===== src/rtl/miriscv_decode_pkg.sv =====
// rtl/miriscv_decode_pkg.sv - shared decode/issue types for the miriscv scoreboard
package miriscv_decode_pkg;

    typedef struct packed {
        logic [4:0] rd;
        logic       load;
    } sb_lsu_tag_t;

    localparam int SB_LSU_DEPTH_MAX = 4;

    function automatic logic [31:0] reg_onehot(input logic [4:0] r);
        reg_onehot = 32'b1 << r;
    endfunction

endpackage


===== src/rtl/miriscv_scoreboard_if.sv =====
// rtl/miriscv_scoreboard_if.sv - decode/issue and completion signals of the scoreboard
interface miriscv_scoreboard_if;

    logic        dec_valid_i;
    logic        dec_ready_o;
    logic        kill_i;
    logic [4:0]  dec_rs1_addr_i;
    logic [4:0]  dec_rs2_addr_i;
    logic        dec_rs1_re_i;
    logic        dec_rs2_re_i;
    logic [4:0]  dec_rd_addr_i;
    logic        dec_wb_we_i;
    logic        dec_load_i;
    logic        dec_mem_req_i;
    logic        dec_mdu_req_i;
    logic        lsu_done_i;
    logic        mdu_done_i;
    logic        stall_o;
    logic [31:0] pending_o;
    logic [2:0]  lsu_cnt_o;
    logic        mdu_busy_o;

    modport master (
        output dec_valid_i, kill_i, dec_rs1_addr_i, dec_rs2_addr_i, dec_rs1_re_i,
               dec_rs2_re_i, dec_rd_addr_i, dec_wb_we_i, dec_load_i, dec_mem_req_i,
               dec_mdu_req_i, lsu_done_i, mdu_done_i,
        input  dec_ready_o, stall_o, pending_o, lsu_cnt_o, mdu_busy_o
    );

    modport slave (
        input  dec_valid_i, kill_i, dec_rs1_addr_i, dec_rs2_addr_i, dec_rs1_re_i,
               dec_rs2_re_i, dec_rd_addr_i, dec_wb_we_i, dec_load_i, dec_mem_req_i,
               dec_mdu_req_i, lsu_done_i, mdu_done_i,
        output dec_ready_o, stall_o, pending_o, lsu_cnt_o, mdu_busy_o
    );

endinterface


===== src/rtl/miriscv_sb_fifo.sv =====
// rtl/miriscv_sb_fifo.sv - in-order LSU transaction tag FIFO
module miriscv_sb_fifo
    import miriscv_decode_pkg::*;
#(
    parameter int DEPTH = 2
) (
    input  logic        clk_i,
    input  logic        rst_i,
    input  logic        push_i,
    input  sb_lsu_tag_t push_tag_i,
    input  logic        pop_i,
    output sb_lsu_tag_t head_o,
    output logic [2:0]  count_o
);

    localparam logic [1:0] LAST_PTR = 2'(DEPTH - 1);
    localparam logic [2:0] FULL_CNT = 3'(DEPTH);

    sb_lsu_tag_t mem [SB_LSU_DEPTH_MAX];
    logic [1:0]  wr_ptr;
    logic [1:0]  rd_ptr;
    logic        do_push;
    logic        do_pop;

    // A pop frees a slot in the same cycle, so a full FIFO still accepts a push then
    assign do_pop  = pop_i && (count_o != 3'd0);
    assign do_push = push_i && ((count_o != FULL_CNT) || do_pop);
    assign head_o  = mem[rd_ptr];

    always_ff @(posedge clk_i or posedge rst_i) begin
        if (rst_i) begin
            wr_ptr  <= 2'd0;
            rd_ptr  <= 2'd0;
            count_o <= 3'd0;
        end else begin
            if (do_push) wr_ptr <= (wr_ptr == LAST_PTR) ? 2'd0 : wr_ptr + 2'd1;
            if (do_pop)  rd_ptr <= (rd_ptr == LAST_PTR) ? 2'd0 : rd_ptr + 2'd1;
            case ({do_push, do_pop})
                2'b10:   count_o <= count_o + 3'd1;
                2'b01:   count_o <= count_o - 3'd1;
                default: count_o <= count_o;
            endcase
        end
    end

    always_ff @(posedge clk_i) begin
        if (do_push) mem[wr_ptr] <= push_tag_i;
    end

endmodule


===== src/rtl/miriscv_scoreboard.sv =====
// rtl/miriscv_scoreboard.sv - issue hazard scoreboard; MIRISCV_SCOREBOARD_BYPASS_EN enables same-cycle retire bypass
module miriscv_scoreboard
    import miriscv_decode_pkg::*;
#(
    parameter int LSU_DEPTH = 2
) (
    input  logic                 clk_i,
    input  logic                 rst_i,
    miriscv_scoreboard_if.slave  sb
);

    localparam logic [2:0] LSU_FULL_CNT = 3'(LSU_DEPTH);

    logic [31:0] pending_q;
    logic [31:0] set_vec;
    logic [31:0] clr_vec;
    logic [31:0] retire_vec;
    logic        mdu_busy_q;
    logic [4:0]  mdu_rd_q;
    sb_lsu_tag_t head;
    sb_lsu_tag_t push_tag;
    logic [2:0]  lsu_cnt;
    logic        lsu_pop, mdu_ret, byp_lsu, byp_mdu;
    logic        raw1, raw2, waw, lsu_full, mdu_conf;
    logic        ready, issue, tag_load;

    assign lsu_pop = sb.lsu_done_i && (lsu_cnt != 3'd0);
    assign mdu_ret = sb.mdu_done_i && mdu_busy_q;

    always_comb begin
        clr_vec = '0;
        if (lsu_pop && head.load) clr_vec = clr_vec | reg_onehot(head.rd);
        if (mdu_ret)              clr_vec = clr_vec | reg_onehot(mdu_rd_q);
    end

`ifdef MIRISCV_SCOREBOARD_BYPASS_EN
    assign retire_vec = clr_vec;
    assign byp_lsu    = lsu_pop;
    assign byp_mdu    = mdu_ret;
`else
    // Hazards see registered state only, keeping done pulses off the ready path
    assign retire_vec = '0;
    assign byp_lsu    = 1'b0;
    assign byp_mdu    = 1'b0;
`endif

    assign raw1 = sb.dec_rs1_re_i && (sb.dec_rs1_addr_i != 5'd0) &&
                  pending_q[sb.dec_rs1_addr_i] && !retire_vec[sb.dec_rs1_addr_i];
    assign raw2 = sb.dec_rs2_re_i && (sb.dec_rs2_addr_i != 5'd0) &&
                  pending_q[sb.dec_rs2_addr_i] && !retire_vec[sb.dec_rs2_addr_i];
    assign waw  = sb.dec_wb_we_i && (sb.dec_rd_addr_i != 5'd0) &&
                  pending_q[sb.dec_rd_addr_i] && !retire_vec[sb.dec_rd_addr_i];
    assign lsu_full = sb.dec_mem_req_i && (lsu_cnt == LSU_FULL_CNT) && !byp_lsu;
    assign mdu_conf = sb.dec_mdu_req_i && mdu_busy_q && !byp_mdu;

    assign ready    = !(raw1 || raw2 || waw || lsu_full || mdu_conf);
    assign issue    = sb.dec_valid_i && ready && !sb.kill_i;
    assign tag_load = sb.dec_load_i && sb.dec_wb_we_i && (sb.dec_rd_addr_i != 5'd0);
    assign push_tag = {sb.dec_rd_addr_i, tag_load};

    always_comb begin
        set_vec = '0;
        if (issue && sb.dec_mem_req_i && tag_load)
            set_vec = set_vec | reg_onehot(sb.dec_rd_addr_i);
        if (issue && sb.dec_mdu_req_i && sb.dec_wb_we_i && (sb.dec_rd_addr_i != 5'd0))
            set_vec = set_vec | reg_onehot(sb.dec_rd_addr_i);
    end

    // Set is applied after clear so a re-issued writer keeps its register busy
    always_ff @(posedge clk_i or posedge rst_i) begin
        if (rst_i) begin
            pending_q  <= '0;
            mdu_busy_q <= 1'b0;
            mdu_rd_q   <= 5'd0;
        end else begin
            pending_q <= ((pending_q & ~clr_vec) | set_vec) & ~32'd1;
            if (issue && sb.dec_mdu_req_i) begin
                mdu_busy_q <= 1'b1;
                mdu_rd_q   <= sb.dec_rd_addr_i;
            end else if (mdu_ret) begin
                mdu_busy_q <= 1'b0;
            end
        end
    end

    miriscv_sb_fifo #(
        .DEPTH (LSU_DEPTH)
    ) u_lsu_fifo (
        .clk_i      (clk_i),
        .rst_i      (rst_i),
        .push_i     (issue && sb.dec_mem_req_i),
        .push_tag_i (push_tag),
        .pop_i      (lsu_pop),
        .head_o     (head),
        .count_o    (lsu_cnt)
    );

    assign sb.dec_ready_o = ready;
    assign sb.stall_o     = sb.dec_valid_i && !ready;
    assign sb.pending_o   = pending_q;
    assign sb.lsu_cnt_o   = lsu_cnt;
    assign sb.mdu_busy_o  = mdu_busy_q;

endmodule


===== src/flat_wrapper.sv =====
// flat-port wrapper written by rule: the top's interface ports become plain ports
module miriscv_scoreboard_flat import miriscv_decode_pkg::*;
#(
    parameter int LSU_DEPTH = 2
)
  (clk_i, rst_i, sb_dec_valid_i, sb_kill_i, sb_dec_rs1_addr_i, sb_dec_rs2_addr_i, sb_dec_rs1_re_i, sb_dec_rs2_re_i, sb_dec_rd_addr_i, sb_dec_wb_we_i, sb_dec_load_i, sb_dec_mem_req_i, sb_dec_mdu_req_i, sb_lsu_done_i, sb_mdu_done_i, sb_dec_ready_o, sb_stall_o, sb_pending_o, sb_lsu_cnt_o, sb_mdu_busy_o);
  miriscv_scoreboard_if sb_i ();
  input  logic clk_i;
  input  logic rst_i;
  input wire logic [$bits(sb_i.dec_valid_i)-1:0] sb_dec_valid_i;
  input wire logic [$bits(sb_i.kill_i)-1:0] sb_kill_i;
  input wire logic [$bits(sb_i.dec_rs1_addr_i)-1:0] sb_dec_rs1_addr_i;
  input wire logic [$bits(sb_i.dec_rs2_addr_i)-1:0] sb_dec_rs2_addr_i;
  input wire logic [$bits(sb_i.dec_rs1_re_i)-1:0] sb_dec_rs1_re_i;
  input wire logic [$bits(sb_i.dec_rs2_re_i)-1:0] sb_dec_rs2_re_i;
  input wire logic [$bits(sb_i.dec_rd_addr_i)-1:0] sb_dec_rd_addr_i;
  input wire logic [$bits(sb_i.dec_wb_we_i)-1:0] sb_dec_wb_we_i;
  input wire logic [$bits(sb_i.dec_load_i)-1:0] sb_dec_load_i;
  input wire logic [$bits(sb_i.dec_mem_req_i)-1:0] sb_dec_mem_req_i;
  input wire logic [$bits(sb_i.dec_mdu_req_i)-1:0] sb_dec_mdu_req_i;
  input wire logic [$bits(sb_i.lsu_done_i)-1:0] sb_lsu_done_i;
  input wire logic [$bits(sb_i.mdu_done_i)-1:0] sb_mdu_done_i;
  output wire logic [$bits(sb_i.dec_ready_o)-1:0] sb_dec_ready_o;
  output wire logic [$bits(sb_i.stall_o)-1:0] sb_stall_o;
  output wire logic [$bits(sb_i.pending_o)-1:0] sb_pending_o;
  output wire logic [$bits(sb_i.lsu_cnt_o)-1:0] sb_lsu_cnt_o;
  output wire logic [$bits(sb_i.mdu_busy_o)-1:0] sb_mdu_busy_o;
  assign sb_i.dec_valid_i = sb_dec_valid_i;
  assign sb_i.kill_i = sb_kill_i;
  assign sb_i.dec_rs1_addr_i = sb_dec_rs1_addr_i;
  assign sb_i.dec_rs2_addr_i = sb_dec_rs2_addr_i;
  assign sb_i.dec_rs1_re_i = sb_dec_rs1_re_i;
  assign sb_i.dec_rs2_re_i = sb_dec_rs2_re_i;
  assign sb_i.dec_rd_addr_i = sb_dec_rd_addr_i;
  assign sb_i.dec_wb_we_i = sb_dec_wb_we_i;
  assign sb_i.dec_load_i = sb_dec_load_i;
  assign sb_i.dec_mem_req_i = sb_dec_mem_req_i;
  assign sb_i.dec_mdu_req_i = sb_dec_mdu_req_i;
  assign sb_i.lsu_done_i = sb_lsu_done_i;
  assign sb_i.mdu_done_i = sb_mdu_done_i;
  assign sb_dec_ready_o = sb_i.dec_ready_o;
  assign sb_stall_o = sb_i.stall_o;
  assign sb_pending_o = sb_i.pending_o;
  assign sb_lsu_cnt_o = sb_i.lsu_cnt_o;
  assign sb_mdu_busy_o = sb_i.mdu_busy_o;
  miriscv_scoreboard #(.LSU_DEPTH(LSU_DEPTH)) u_core (.clk_i(clk_i), .rst_i(rst_i), .sb(sb_i));
endmodule

===== config.mk =====
export PLATFORM = sky130hd
export DESIGN_NAME = miriscv_scoreboard_flat
export DESIGN_NICKNAME = d
export VERILOG_FILES = /design/src/rtl/miriscv_decode_pkg.sv /design/src/rtl/miriscv_scoreboard_if.sv /design/src/rtl/miriscv_sb_fifo.sv /design/src/rtl/miriscv_scoreboard.sv /design/src/flat_wrapper.sv
export SDC_FILE = /design/constraint.sdc
export NUM_CORES = 1
export LEC_CHECK = 0
export ABC_CLOCK_PERIOD_IN_PS = 5090
export CORE_UTILIZATION = 56
export CTS_BUF_LIST = sky130_fd_sc_hd__clkbuf_8
export CTS_CLUSTER_DIAMETER = 40
export DETAILED_ROUTE_END_ITERATION = 10
export PLACE_DENSITY = 0.9
export SLEW_MARGIN = 20
export SYNTH_ARGS = -nofsm -noshare
export SYNTH_HDL_FRONTEND = slang
export SYNTH_SLANG_ARGS = --single-unit

===== constraint.sdc =====
create_clock -name clk_i -period 5.09 [get_ports clk_i]
set_input_delay 1.018 -clock clk_i [delete_from_list [all_inputs] [get_ports clk_i]]
set_output_delay 1.018 -clock clk_i [all_outputs]
set_load 0.01 [all_outputs]

==> impl_metrics.env, run 1 <==
export IMPL_fin_crit_sh_pct=96.7
export IMPL_wl_per_cell_um=24.9
export IMPL_synth_seq_cells=68
export IMPL_skew_ns=0.00929
export IMPL_core_rowCount=30
export IMPL_core_mm2=0.00694
export IMPL_drc_errors=0
export IMPL_wl_met3_um=1430
export IMPL_synth_edff_count=24
export IMPL_clkLatencyLatePin_ns=0.36
export IMPL_grt_setup_unrepaired="no"
export IMPL_worstMarginPinSlew_ns=0.666
export IMPL_cts_sinks=68
export IMPL_grt_ovfl_total=0
export IMPL_final_cell_mix="clkdlybuf4s50_1 (61), dfrtp_1 (44), nand2_1 (31), o221ai_1 (31), mux4_2 (26)"
export IMPL_fin_ws_ns=0.166
export IMPL_min_path_type="reg2reg"
export IMPL_placed_cells=501
export IMPL_relSlewSlack_pct=55.2
export IMPL_crit_fanout=23
export IMPL_fp_dieW_um=87.7
export IMPL_post_cts_buffers=0
export IMPL_syn_nets=376
export IMPL_p_leak_nw=1.87
export IMPL_finalPower_mw=1.80
export IMPL_viasPerCell=7.11
export IMPL_ff_latch_area_mm2=0.00182
export IMPL_cts_tree="done"
export IMPL_first_pass_iters=8
export IMPL_area_growth_pct=23.9
export IMPL_arrival_ns=3.91
export IMPL_status="finished, final reports clean"
export IMPL_layout_commonest_cell="clkdlybuf4s50_1"
export IMPL_n_antenna_cell=0
export IMPL_powerDensity_mw_per_mm2=354
export IMPL_final_cell_count_no_fill=517
export IMPL_wl_met2_um=6020
export IMPL_antenna_found_initial=0
export IMPL_clock_fmax_mhz=203
export IMPL_grt_max_degree=45
export IMPL_layout_drive_gt1_share_pct=18.3
export IMPL_syn_cell_area_mm2=0.00411
export IMPL_pre_cts_ws_ns=0.0809
export IMPL_dr_total_vias=3676
export IMPL_routed_wl_um=12900
export IMPL_io_pins=65
export IMPL_postSynth_asyncResetShare_pct=64.7
export IMPL_dp_hpwl_um=9210
export IMPL_fp_dieArea_mm2=0.00769
export IMPL_fill_cells=481
export IMPL_antenna_left=0
export IMPL_portBuffers=63
export IMPL_ctsLongestPathBuffers=2
export IMPL_cts_made_buffers=9
export IMPL_stdcell_area_mm2=0.00509
export IMPL_crit_start="sb_dec_rd_addr_i[0]"
export IMPL_period_needed_ns=4.92
export IMPL_wl_met1_um=4830
export IMPL_dpl_instance_area_mm2=0.00488
export IMPL_finalNetCount=445
export IMPL_rrSetupSlack_ns=1.57
export IMPL_setup_worst_path_start_class="input port"
export IMPL_grt_first_pass_wirelength_um=19700
export IMPL_maxCapViolations=0
export IMPL_r2r_end="u_core.u_lsu_fifo.count_o[2]"
export IMPL_clockRootBuffer="clkbuf_8"
export IMPL_die_y_um=87.7
export IMPL_critPathKind="in2out"
export IMPL_synthFlopType="dfrtp_1"
export IMPL_r2r_start="u_core.sb.pending_o[15]"
export IMPL_required_ns=4.07
export IMPL_yosysWarningCount=0
export IMPL_ir_worst_vdd_mv=0.286
export IMPL_cts_max_level=3
export IMPL_path_clk_slew_ns=0.08
export IMPL_setup_tns_ns=0
export IMPL_drtIter0Drc=483
export IMPL_initial_core_util_pct=59.2
export IMPL_cp_end_kind="output port"
export IMPL_top_layer="met4"
export IMPL_ys_types=57
export IMPL_finalHoldViolations=0
export IMPL_syn_avg_cell_area_um2=11.8
export IMPL_setup_viol=0
export IMPL_grt_pass1_vias=3407
export IMPL_track_usage_pct=36.1
export IMPL_synthCells=347
export IMPL_ys_seq_area_share_pct=44.3
export IMPL_endpoint="sb_stall_o"
export IMPL_reg2reg_depth=11
export IMPL_drv_slew=0
export IMPL_globalplace_congestion=0.951
export IMPL_multiInputGateArea_mm2=0.00211
==> repair_timing <==
item / CTS / global route
gates resized for setup: 0 / 2
hold buffers: 0 / 0
setup endpoints to repair: 0 / 2
==> kinds of logic (layout without fill, tap and decap cells) <==
family	count (synthesis)	in the layout	share of synthesized area, %
and+or+nand+nor	101	101	13.4
DFF	68	68	44.3
AOI/OAI and AO/OA	85	85	16.3
muxes	47	47	19.6
buffers and inverters	38	112	4.44
xor gates and xnor gates	5	5	1.07
other	1	1	0.0912
adders and majority gates	2	2	0.791
==> routing by layer <==
layer  track usage (%)  vias up
met5                 0        -
met4              18.0        0
met3              6.31       65
met2              56.5      321
met1              49.0     1761
li1                  -     1529
==> where the power goes <==
part / internal (mW) / switching, mW
logic: 0.284 / 0.271
registers: 0.637 / 0.138
clock network: 0.235 / 0.239
==> critical path, cell delays in order <==
cell and delay (ns):
clkdlybuf4s50_1 0.50, buf_12 0.18, mux4_2 0.51, mux2i_1 0.18, a211oi_1 0.10, a22o_1 0.27, or3_1 0.47, and2_1 0.19
clkdlybuf4s50_1 0.47
==> worst min path at each step <==
stage,startpoint,end,slack (ns),cells past startpoint
detailed placement,u_core.u_lsu_fifo.count_o[2],u_core.u_lsu_fifo.count_o[2],0.51,1
floorplan,u_core.u_lsu_fifo.wr_ptr[0],u_core.u_lsu_fifo.wr_ptr[0],0.51,1
global placement,u_core.u_lsu_fifo.count_o[2],u_core.u_lsu_fifo.count_o[2],0.50,1
finish,u_core.u_lsu_fifo.count_o[2],u_core.u_lsu_fifo.count_o[2],0.53,1
CTS,u_core.u_lsu_fifo.count_o[2],u_core.u_lsu_fifo.count_o[2],0.53,1
global route,u_core.u_lsu_fifo.count_o[2],u_core.u_lsu_fifo.count_o[2],0.56,1
==> state kept, by name (all words and copies together), names as in the netlist <==
register	cells
u_core.u_lsu_fifo.count_o	3
u_core.u_lsu_fifo.mem	24
u_core.mdu_rd_q	5
u_core.sb.mdu_busy_o	1
u_core.u_lsu_fifo.rd_ptr	2
u_core.u_lsu_fifo.wr_ptr	2
u_core.sb.pending_o	31
==> synth_stat cells, types with 2 or more instances <==
cell,count,area [um2]
clkbuf_1,11,41.3
xor2_1,3,26.3
mux2i_1,12,120
mux4_2,26,586
nor2b_1,4,25.0
nor2_1,13,48.8
o21ai_0,15,75.1
nand2b_1,2,12.5
nor3b_1,5,37.5
inv_1,15,56.3
mux2_2,9,101
buf_6,4,45.0
buf_2,5,25.0
o31ai_1,16,120
and2_1,3,18.8
xnor2_1,2,17.5
a211oi_1,2,15.0
nor3_1,8,40.0
or3_1,4,25.0
nand2_1,31,116
a21boi_0,3,22.5
o311a_1,3,30.0
o221ai_1,31,272
nand4_1,2,12.5
nand3_1,9,45.0
nand3b_1,9,67.6
dfrtp_1,44,1100
buf_1,2,7.51
edfxtp_1,24,721
or3b_2,3,26.3
==> metrics by stage <==
stage / util, % / hold slack [ns]
global placement: 70.3 / 0.504
CTS: 73.3 / 0.530
floorplan: - / 0.507
detailed placement: 70.3 / 0.512
global route: 73.4 / 0.556
finish: 73.4 / 0.531
==> cell type report <==
| class | instances | share of cell area [%] |
|---|---|---|
| clock inverter | 7 | 1.62 |
| clock buffer | 9 | 2.43 |
| sequential | 68 | 35.8 |
| timing repair buffer | 81 | 15.4 |
| inverter | 15 | 1.11 |
| multi-input combinational | 241 | 41.3 |
| tap | 96 | 2.36 |
(Power assumes the default switching activity.)
==> run 2, diff against run 1 <==
--- a/config.mk
+++ b/config.mk
@@ -11,6 +11,7 @@
 export CTS_CLUSTER_DIAMETER = 40
 export DETAILED_ROUTE_END_ITERATION = 10
 export PLACE_DENSITY = 0.9
+export SETUP_SLACK_MARGIN = 0.05
 export SLEW_MARGIN = 20
 export SYNTH_ARGS = -nofsm -noshare
 export SYNTH_HDL_FRONTEND = slang
==> results of run 2 <==
Same layout as run 1: the final DEF is identical, and so are final timing and power.
==> run 3, diff against run 2 <==
--- a/config.mk
+++ b/config.mk
@@ -16,3 +16,4 @@
 export SYNTH_ARGS = -nofsm -noshare
 export SYNTH_HDL_FRONTEND = slang
 export SYNTH_SLANG_ARGS = --single-unit
+export TNS_END_PERCENT = 1
==> results of run 3 <==
Same layout as run 1: the final DEF is identical, and so are final timing and power.
